<file path="config.mk">
export PLATFORM = sky130hd
export DESIGN_NAME = hmlf_min8_pipe
export DESIGN_NICKNAME = d
export VERILOG_FILES = /design/src/rtl/hmlf_pkg.sv /design/src/rtl/hmlf_min2_idx.sv /design/src/rtl/hmlf_min8_pipe.sv
export SDC_FILE = /design/constraint.sdc
export NUM_CORES = 1
export LEC_CHECK = 0
export CAP_MARGIN = 20
export CORE_MARGIN = 2
export CORE_UTILIZATION = 58
export CTS_CLUSTER_SIZE = 12
export DETAILED_ROUTE_END_ITERATION = 10
export PLACE_DENSITY = 0.93
export SYNTH_ARGS = -nofsm -noshare
export SYNTH_HDL_FRONTEND = slang
export SYNTH_SLANG_ARGS = --single-unit
</file>
<file path="constraint.sdc">
create_clock -name clk -period 5.7 [get_ports clk]
set_clock_uncertainty 0.1 [all_clocks]
set_input_delay 0.57 -clock clk [delete_from_list [all_inputs] [get_ports clk]]
set_output_delay 0.57 -clock clk [all_outputs]
set_load 0.05 [all_outputs]
</file>
<file path="src/rtl/hmlf_pkg.sv">
// Shared constants and types for the pipelined minimum-with-index tree.
package hmlf_pkg;
   localparam int HMLF_W    = 6;
   localparam int HMLF_N    = 8;
   localparam int HMLF_IDXW = 3;

   typedef logic signed [HMLF_W-1:0] hmlf_sample_t;

   typedef struct packed {
      hmlf_sample_t          val;
      logic [HMLF_IDXW-1:0]  idx;
   } hmlf_pair_t;
endpackage

</file>
<file path="src/rtl/hmlf_min2_idx.sv">
// One combinational tree node: picks the smaller signed value of two {value, index} pairs.
// Ties go to operand a (the lower-index child); the select bit lands at index bit LVL.
module hmlf_min2_idx
   import hmlf_pkg::*;
#(
   parameter int W   = HMLF_W,
   parameter int IW  = HMLF_IDXW,
   parameter int LVL = 0
) (
   input  logic signed [W-1:0]  a_val,
   input  logic        [IW-1:0] a_idx,
   input  logic signed [W-1:0]  b_val,
   input  logic        [IW-1:0] b_idx,
   output logic signed [W-1:0]  win_val,
   output logic        [IW-1:0] win_idx
);

   logic sel;

   assign sel = (b_val < a_val);

   always_comb begin
      win_val      = sel ? b_val : a_val;
      win_idx      = sel ? b_idx : a_idx;
      win_idx[LVL] = sel;
   end

endmodule

</file>
<file path="src/rtl/hmlf_min8_pipe.sv">
// Pipelined N-input signed minimum finder: log2(N) tree levels, one register stage per level,
// single global enable with valid/ready handshake and a synchronous flush of the valid chain.
module hmlf_min8_pipe
   import hmlf_pkg::*;
#(
   parameter int W = HMLF_W,
   parameter int N = HMLF_N
) (
   input  logic                   clk,
   input  logic                   rst_n,
   input  logic                   flush,
   input  logic [N*W-1:0]         in_data,
   input  logic                   in_valid,
   output logic                   in_ready,
   output logic signed [W-1:0]    out_min,
   output logic [$clog2(N)-1:0]   out_idx,
   output logic                   out_valid,
   input  logic                   out_ready
);

   localparam int L     = $clog2(N);
   localparam int IW    = L;
   localparam int NODES = N - 1;

   // Nodes are numbered level by level: level l starts at N - (N >> l); the root is NODES-1.
   logic signed [W-1:0]  nxt_val [NODES];
   logic        [IW-1:0] nxt_idx [NODES];
   logic signed [W-1:0]  q_val   [NODES];
   logic        [IW-1:0] q_idx   [NODES];
   logic        [L-1:0]  vld;
   logic                 en;

   assign en       = !out_valid || out_ready;
   assign in_ready = en && !flush;

   for (genvar l = 0; l < L; l++) begin : g_lvl
      for (genvar j = 0; j < (N >> (l + 1)); j++) begin : g_node
         localparam int NODE = N - (N >> l) + j;

         logic signed [W-1:0]  a_val;
         logic signed [W-1:0]  b_val;
         logic        [IW-1:0] a_idx;
         logic        [IW-1:0] b_idx;

         if (l == 0) begin : g_leaf
            assign a_val = in_data[(2*j)*W +: W];
            assign b_val = in_data[(2*j+1)*W +: W];
            assign a_idx = '0;
            assign b_idx = '0;
         end else begin : g_inner
            localparam int CBASE = N - (N >> (l - 1));
            assign a_val = q_val[CBASE + 2*j];
            assign b_val = q_val[CBASE + 2*j + 1];
            assign a_idx = q_idx[CBASE + 2*j];
            assign b_idx = q_idx[CBASE + 2*j + 1];
         end

         hmlf_min2_idx #(
            .W   (W),
            .IW  (IW),
            .LVL (l)
         ) u_node (
            .a_val   (a_val),
            .a_idx   (a_idx),
            .b_val   (b_val),
            .b_idx   (b_idx),
            .win_val (nxt_val[NODE]),
            .win_idx (nxt_idx[NODE])
         );
      end
   end

   always_ff @(posedge clk or negedge rst_n) begin
      if (!rst_n) begin
         for (int i = 0; i < NODES; i++) begin
            q_val[i] <= '0;
            q_idx[i] <= '0;
         end
         vld <= '0;
      end else begin
         if (en) begin
            for (int i = 0; i < NODES; i++) begin
               q_val[i] <= nxt_val[i];
               q_idx[i] <= nxt_idx[i];
            end
         end
         // Data may shift during a flush; only the valid chain has to be cleared.
         if (flush) begin
            vld <= '0;
         end else if (en) begin
            vld[0] <= in_valid;
            for (int k = 1; k < L; k++) begin
               vld[k] <= vld[k-1];
            end
         end
      end
   end

   assign out_min   = q_val[NODES-1];
   assign out_idx   = q_idx[NODES-1];
   assign out_valid = vld[L-1];

endmodule

</file>
== After elaboration in Yosys (flattened, before gate mapping) ==
Index checks and enable logic that the tools add are counted.

* Register bits: 56
* Logic and storage cells: 39
* Input port bits: 53
* Output and inout port bits: 11

* Order comparisons: 7
* Multiplexer cells: 12
* Reductions and logical operators: 5

{| class="wikitable"
|+ Operators with widths
! kind !! number
|-
| $lt 6x6->1 || 7
|-
| $mux 6 || 7
|-
| $mux 3 || 2
|-
| $logic_not 1->1 || 2
|-
| $mux 1 || 2
|-
| $mux 2 || 1
|-
| $reduce_bool 2->1 || 1
|-
| $logic_and 1x1->1 || 1
|-
| $logic_or 1x1->1 || 1
|}

== Logic depth before layout (Yosys ltp) ==
Gate-level depths: netlist (run 1).

* Depth after elaboration: 4
* Mapped depth: 7
* Mapped depth without buffers: 7

== Hierarchy ==
Synthesis (run 1) repeated with hierarchy kept, for this count alone.

* Cell total of the unflattened synthesis: 581
* Area total of the unflattened synthesis: 5,840.6 um^2

{| class="wikitable"
|+ Modules (own cells, without submodules)
! module !! sequential area each (um^2) !! instances !! area each (um^2) !! cells each
|-
| hmlf_min2_idx || 0.0 || 7 || 442.9 || 62
|-
| hmlf_min8_pipe || 1,651.6 || 1 || 2,740.1 || 147
|}

== Least setup slack after synthesis (run 1) ==
OpenSTA, ideal clock, no wires.

* Path kind: register -> output
* Start: reg vld[2]
* End: out in_ready
* Required time: 5.030 ns
* Arrival time: 1.878 ns
* Path slack: 3.152 ns
* Buffers on the path: 3
* Stages on the path, launching flop included: 6
* Cells stage by stage: dfrtp_1 -> nor2b_1 -> clkbuf_8 -> buf_2 -> buf_2 -> nor2_1

* Cells in the longest elaborated chain, start to end: 3

{| class="wikitable"
|+ RTL lines
! element !! line !! RTL
|-
| start: declaration || hmlf_min8_pipe.sv:30 || <nowiki>logic [L-1:0] vld;</nowiki>
|-
| start signal: indexed assignment || hmlf_min8_pipe.sv:93 || <nowiki>vld[k] <= vld[k-1];</nowiki>
|-
| $logic_not 1->1 || hmlf_min8_pipe.sv:33 || <nowiki>assign en = !out_valid || out_ready;</nowiki>
|-
| $logic_or 1x1->1 || hmlf_min8_pipe.sv:33 ||
|-
| $logic_and 1x1->1 || hmlf_min8_pipe.sv:34 || <nowiki>assign in_ready = en && !flush;</nowiki>
|-
| end: declaration || hmlf_min8_pipe.sv:14 || <nowiki>output logic in_ready,</nowiki>
|}

No other way between the ends.

== Worst setup path after layout (run 1) ==
* Start: in out_ready
* End: out in_ready

* Cells in the longest elaborated chain, start to end: 2

{| class="wikitable"
|+ RTL lines
! element !! line !! RTL
|-
| start: declaration || hmlf_min8_pipe.sv:18 || <nowiki>input logic out_ready</nowiki>
|-
| $logic_or 1x1->1 || hmlf_min8_pipe.sv:33 ||
|-
| $logic_and 1x1->1 || hmlf_min8_pipe.sv:34 ||
|}

No other way between the ends.

==> impl_results.md, run 1 <==
* Run status: finished, final reports clean
* Psw at 0.6673 mW
* Post-DR vias/cell at 6.409
* Initial Utilization at 60.15%
* Async S/R FF share, synth at 100.0%
* Root Buffer: clkbuf_8
* Vias in the first global route at 3473
* Crit path time final at 2.701 ns
* CP top delay family: buffers and inverters
* Layout area overhead at 19.35%
* Finished Layout Cells at 557
* Mean Syn Cell Area at 9.124 µm²
* Comb power frac at 47.7%
* Cell count after synthesis at 421
* DRT iter0 DRCs at 345
* Min-Delay Path Class: primary input to asynchronous set/reset pin
* CP max stage delay at 0.81 ns
* GRT Overall Usage at 26.86%
* Core Area at 6386 µm²
* Maximum VDD drop at 0.3775 mV
* TritonCTS clock tree: built
* P_leak at 2.012 nW
* Final period util at 47.38%
* Overflow after GRT at 0
* First-pass GRT wire length at 15980 µm
* FILL cells at 508
* Count of input and output buffers at 63
* Crit path capture type: output port
* Switching share of power at 41.46%
* Max Fclk at 370.3 MHz
* Setup TNS at 0 ns
* Share of the yosys chip area belonging to registers at 36.48%
* Clk_lat worst skew at 0.31 ns
* CP Buf/Inv Count at 2
* Placer Congestion at 0.9252
* Worst-Margin Slew at 0.9767 ns
* Final Hold Violating Endpoints at 0
* Endpoints failing setup at 0
* Cell total after placement at 549
* Via count at 3570
* Fraction of layout cells with a size suffix above 1 at 6.875%
* Relative slew slack at 34.89%
* Post-synth top flop: dfrtp_1
* Synth warn at 0
* Critical Path Source Type: primary input
* Antenna diode count at 0
* Critical-path maximum fanout at 2
* Row count at 29
* RSZ-0062 raised after global routing: false
* CTS Hold Bufs at 0
* Crit-path slowest cell: clkdlybuf4s50_1
* Synthesized Nets at 509
* Clock share of power at 16.2%
* Die Y at 85.38 µm
* Antenna Nets Post-Route at 0
* Initial antenna violation count at 0
* Post-CTS sizing at 0
* Clock tree buffer depth at 2
* Pin count of the biggest net entering global routing at 69
* Crit path arrival time at 2.03 ns
* Number of CTS-inserted buffers at 5
* Yosys cell types at 27
* Die area at 7290 µm²
* Setup repair bufs after CTS at 0
* Kind of critical path: primary input to output port
* Most used cell, CP: clkdlybuf4s50_1
* Max Transition Viols Final at 0
* TritonRoute pass-1 iters at 5
* Cell Pwr Density at 351.0 nW/µm²
* Post-route setup slack at 2.999 ns
* Max Cap Viol at 0
* Crit path cell chain: clkdlybuf4s50_1 -> nor2b_4 -> nor2_1 -> clkdlybuf4s50_1
* Fin nets at 567
* Number of clock sinks at 56
* Post-Syn Area at 3841 µm²
* Die width at 85.38 µm
* Yosys reg bits at 56
* Sequential fraction of design power at 36.1%
* Routed WL per cell at 16.82 µm
* Worst path required time at 5.03 ns
* Final wirelength at 9368 µm
* Pint at 0.9421 mW
* Worst slack at placement at 2.896 ns
* Final core utilization at 71.79%
* Worst-path clk slew at 0.10 ns
* EDFF count, synth at 0
* Dpl hpwl at 6855 µm
* DRC violations left at 0
* H-tree lvl count at 2
* Io pins at 64
## sequential cells by signal (all words and copies together) (netlist names)
| signal | flops |
|---|---|
| g_lvl.g_node.a_val | 18 |
| out_min | 6 |
| out_idx | 3 |
| g_lvl.g_node.b_idx | 4 |
| g_lvl.g_node.a_idx | 4 |
| g_lvl.g_node.b_val | 18 |
| vld | 3 |
## power by group through the flow
stage	clock (mW)	combinational, mW	sequential [mW]
floorplan	0	0.442	0.670
CTS	0.263	0.763	0.579
global route	0.280	0.838	0.593
detailed placement	0	0.753	0.587
finish	0.260	0.768	0.581
global placement	0	0.723	0.582
## synthesized netlist by cell type, types with 8 or more instances
library cell  count  area, µm²
a22oi_1          12      90.09
nand2b_1          8      50.05
inv_1            42      157.7
nand2_1          25      93.84
o21ai_0          36      180.2
ha_1             35      437.9
a31oi_1          53      331.6
nor2_1           37      138.9
a21oi_1          36      180.2
dfrtp_1          56       1401
## through the flow
stage | area (µm²) | hold WS, ns | power [mW]
finish | 4584 | 0.2696 | 1.609
global route | 4584 | 0.3329 | 1.710
CTS | 4584 | 0.3060 | 1.605
detailed placement | 4473 | 0.3873 | 1.340
global placement | 4473 | 0.3785 | 1.305
floorplan | 3841 | 0.1744 | 1.112
## cells by family after synthesis
group	count (synthesis)	share of synthesized area [%]
flops	56	36.48
fa+ha+maj	35	11.40
simple gates	92	10.78
compound gates	182	34.23
buf+inv	56	7.101
## metal layers
metal | part of all wire (%) | global-route usage, % | routed length [µm]
met1 | 43 | 35.35 | 3995
met2 | 49 | 45.81 | 4565
met3 | 6.5 | 3.599 | 609
met4 | 2.1 | 8.802 | 197
met5 | 0 | 0 | 0
## path summary, 6_finish.rpt
check / cells after the start / slack (ns) / startpoint / endpoint
hold reg to reg: 2 / 0.41 / g_lvl[2].g_node[0].a_val[5]$_DFFE_PN0N_ / g_lvl[2].g_node[0].a_val[5]$_DFFE_PN0N_
setup reg to reg: 7 / 3.42 / g_lvl[1].g_node[0].a_val[3]$_DFFE_PN0N_ / g_lvl[2].g_node[0].a_idx[0]$_DFFE_PN0N_
hold / removal: 2 / 0.27 / rst_n / out_idx[0]$_DFFE_PN0N_
setup / recovery: 4 / 3.00 / out_ready / in_ready
max in group asynchronous: 2 / 4.76 / rst_n / vld[1]$_DFFE_PN0P_
min in group clk: 2 / 0.41 / g_lvl[2].g_node[0].a_val[5]$_DFFE_PN0N_ / g_lvl[2].g_node[0].a_val[5]$_DFFE_PN0N_
## cell type report
class	instances	area, µm²	area share [%]
multi-input combinational	309	2177	47.49
sequential	56	1401	30.57
timing repair buffer	65	640.6	13.97
clock inverter	3	42.54	0.9279
clock buffer	5	68.82	1.501
tap	77	96.34	2.102
inverter	42	157.7	3.439
## cells in the final DEF (no fill, tap or decap), types with 5 or more instances in the layout
master and instances:
a2111oi_4 7, a21o_1 7, a21oi_1 36, a22oi_1 12
a31oi_1 53, clkbuf_8 5, clkdlybuf4s50_1 62, dfrtp_1 56
ha_1 35, inv_1 42, nand2_1 25, nand2b_1 7
nand3_1 7, nand4_1 7, nor2_1 37, nor2b_1 5
o211ai_1 7, o21a_4 6, o21ai_0 36, o21ai_2 7
o311ai_0 5
No activity file was read; power rests on OpenSTA's default activity.
==> run 2: changes to the inputs <==
- CORE_UTILIZATION: 58 -> 54
- PLACE_DENSITY: 0.93 -> 0.88
- clock period: 5.7 -> 2.5 ns (I/O delays scaled with it)
==> run 2 against run 1 <==
Effect of this change: non-clock buffer count up 3; die area up 7.1%; flip-flop and latch count unchanged; first-iteration DRC count down 9.9%; critical endpoint is now g_lvl[2].g_node[0].a_val[3]$_DFFE_PN0N_; critical path depth up 2; routed wire length down 0.37%; global-route usage down 1.8 points; largest power group unchanged; clock power up 130%; utilization down 3.7 points; power up 130%; combinational power up 130%; sequential share of layout area down 0.45 points.
==> impl_results.md, run 2 (synthesized netlist as in run 1, its figures left out) <==
* CP Buf/Inv Count at 0 (-2)
* Final Hold Violating Endpoints at 0 (unchanged)
* Comb power frac at 47.6% (about the same)
* Setup TNS at 0 ns (unchanged)
* Number of clock sinks at 56 (unchanged)
* Antenna diode count at 0 (unchanged)
* Maximum VDD drop at 0.3287 mV (-13%)
* Setup repair bufs after CTS at 0 (unchanged)
* Endpoints failing setup at 0 (unchanged)
* Die area at 7804 µm² (+7.1%)
* Antenna Nets Post-Route at 0 (unchanged)
* CP top delay family: compound AO/OA/AOI/OAI gates
* Root Buffer: clkbuf_8
* Pin count of the biggest net entering global routing at 51 (-26%)
* Number of CTS-inserted buffers at 5 (unchanged)
* First-pass GRT wire length at 15500 µm (-3.0%)
* Kind of critical path: register to register
* Count of input and output buffers at 63 (unchanged)
* Crit path time final at 2.200 ns
* Overflow after GRT at 0 (unchanged)
* Clock share of power at 16.4% (+0.2 points)
* Routed WL per cell at 16.12 µm (-4.2%)
* Die width at 88.34 µm (+3.5%)
* P_leak at 2.036 nW (+1.2%)
* Finished Layout Cells at 579 (+3.9%)
* Worst-path clk slew at 0.10 ns (about the same)
* Max Cap Viol at 0 (unchanged)
* Io pins at 64 (unchanged)
* Slack of the worst reg-to-reg path at 0.30 ns (-3.12 ns)
* TritonCTS clock tree: built
* Final wirelength at 9333 µm (-0.37%)
* Pint at 2.158 mW (+130%)
* Initial antenna violation count at 0 (unchanged)
* Dpl hpwl at 7064 µm (+3.0%)
* CP max stage delay at 0.43 ns (-0.38 ns)
* Critical Path Source Type: register
* Crit path capture type: register
* Critical-path maximum fanout at 7 (+5)
* Layout area overhead at 21.14%
* Max Fclk at 454.6 MHz
* Worst path required time at 2.59 ns (-2.44 ns)
* Commonest non-fill, non-tap cells in the layout: clkdlybuf4s50_1, dfrtp_1, a31oi_1, inv_1, nor2_1
* Final period util at 87.99%
* Placer Congestion at 0.9179 (-0.79%)
* Worst-Margin Slew at 0.5390 ns (-0.4377 ns)
* Min-Delay Path Class: primary input to asynchronous set/reset pin
* Via count at 3499 (-2.0%)
* Fraction of layout cells with a size suffix above 1 at 7.039% (+0.16 points)
* Crit path cell chain: ha_1 -> a21o_1 -> a2111oi_4 -> o21ai_2 -> a31oi_1 -> a22oi_1
* Run status: finished, final reports clean
* Row count at 30 (+3.4%)
* Cell total after placement at 570 (+3.8%)
* Fin nets at 570 (+0.53%)
* Initial Utilization at 56.23% (-3.9 points)
* Relative slew slack at 63.99% (+29 points)
* Clk_lat worst skew at 0.32 ns (about the same)
* Commonest non-fill, non-tap cell in the layout: clkdlybuf4s50_1
* Post-DR vias/cell at 6.043 (-5.7%)
* Psw at 1.527 mW (+130%)
* Cell Pwr Density at 791.9 nW/µm² (+130%)
* Sequential fraction of design power at 36.0% (about the same)
* RSZ-0062 raised after global routing: false
* Max Transition Viols Final at 0 (unchanged)
* H-tree lvl count at 2 (unchanged)
* DRC violations left at 0 (unchanged)
* DRT iter0 DRCs at 311 (-9.9%)
* Die Y at 88.34 µm (+3.5%)
* GRT Overall Usage at 25.06% (-1.8 points)
* Crit path arrival time at 2.29 ns (+0.26 ns)
* Crit-path slowest cell: dfrtp_1
* Vias in the first global route at 3329 (-4.1%)
* TritonRoute pass-1 iters at 5 (unchanged)
* Core Area at 6832 µm² (+7.0%)
* Switching share of power at 41.43% (about the same)
* Clock tree buffer depth at 2 (unchanged)
-- run 2: repair_timing --
| item | 4_1_cts | 5_1_grt |
|---|---|---|
| endpoints found under the setup margin | 0 | 0 |
| hold buffers | 1 | 0 |
| gates resized for setup | 0 | 0 |
| hold endpoints to repair | 18 | 0 |
-- run 2: worst reg2reg max path: cells and delay by family, from the launching register on --
kind	cells	cell delay [ns]
flip-flops	1	0.43
adder cells (fa/ha/maj)	1	0.32
AO/OA/AOI/OAI	5	1.23
-- run 2: metal layers --
metal / vias up / share of wire, % / global-route usage (%)
met2: 142 / 48 / 41.15
met1: 1654 / 44 / 34.65
met5: - / 0 / 0
met4: 0 / 1.3 / 5.923
met3: 13 / 6.4 / 4.664
li1: 1690 / - / -
-- run 2: layout make-up --
class	instances	area [µm²]
fill	554	2178
timing repair buffer	68	688.2
clock inverter	2	38.79
clock buffer	6	72.57
inverter	42	157.7
tap	96	120.1
multi-input combinational	309	2175
sequential	56	1401
-- run 2: through the flow --
step / setup WS (ns) / hold WS, ns / cell area [µm²] / util (%) / total power, mW
3_5_place_dp: 0.03207 / 0.1169 / 4532 / 66.34 / 3.060
6_report: 0.3002 / 0.3065 / 4653 / 68.11 / 3.685
2_1_floorplan: 0.2723 / -0.1456 / 3841 / - / 2.535
3_3_place_gp: 0.1289 / 0.1109 / 4532 / 66.34 / 2.979
5_1_grt: 0.1984 / 0.3655 / 4653 / 68.11 / 3.902
4_1_cts: 0.3524 / 0.3289 / 4653 / 68.11 / 3.667
-- run 2: path summary, 6_finish.rpt --
kind	startpoint	endpoint	depth (start not counted)
worst min-delay path	rst_n	out_idx[0]$_DFFE_PN0N_	2
worst max-delay path	g_lvl[1].g_node[0].b_val[3]$_DFFE_PN0N_	g_lvl[2].g_node[0].a_val[3]$_DFFE_PN0N_	6
worst max register to register	g_lvl[1].g_node[0].b_val[3]$_DFFE_PN0N_	g_lvl[2].g_node[0].a_val[3]$_DFFE_PN0N_	6
worst min register to register	g_lvl[1].g_node[0].a_val[5]$_DFFE_PN0N_	g_lvl[1].g_node[0].a_val[5]$_DFFE_PN0N_	2
min in group clk	in_valid	vld[0]$_DFFE_PN0P_	3
max in group asynchronous	rst_n	g_lvl[2].g_node[0].b_val[5]$_DFFE_PN0N_	3
-- run 2: power groups by stage --
stage	clock network (mW)	registers (mW)	logic, mW
final	0.603	1.33	1.75
after detailed placement	0	1.34	1.72
after CTS	0.604	1.32	1.74
after global routing	0.649	1.35	1.90
after global placement	0	1.33	1.65
after floorplan	0	1.53	1.01
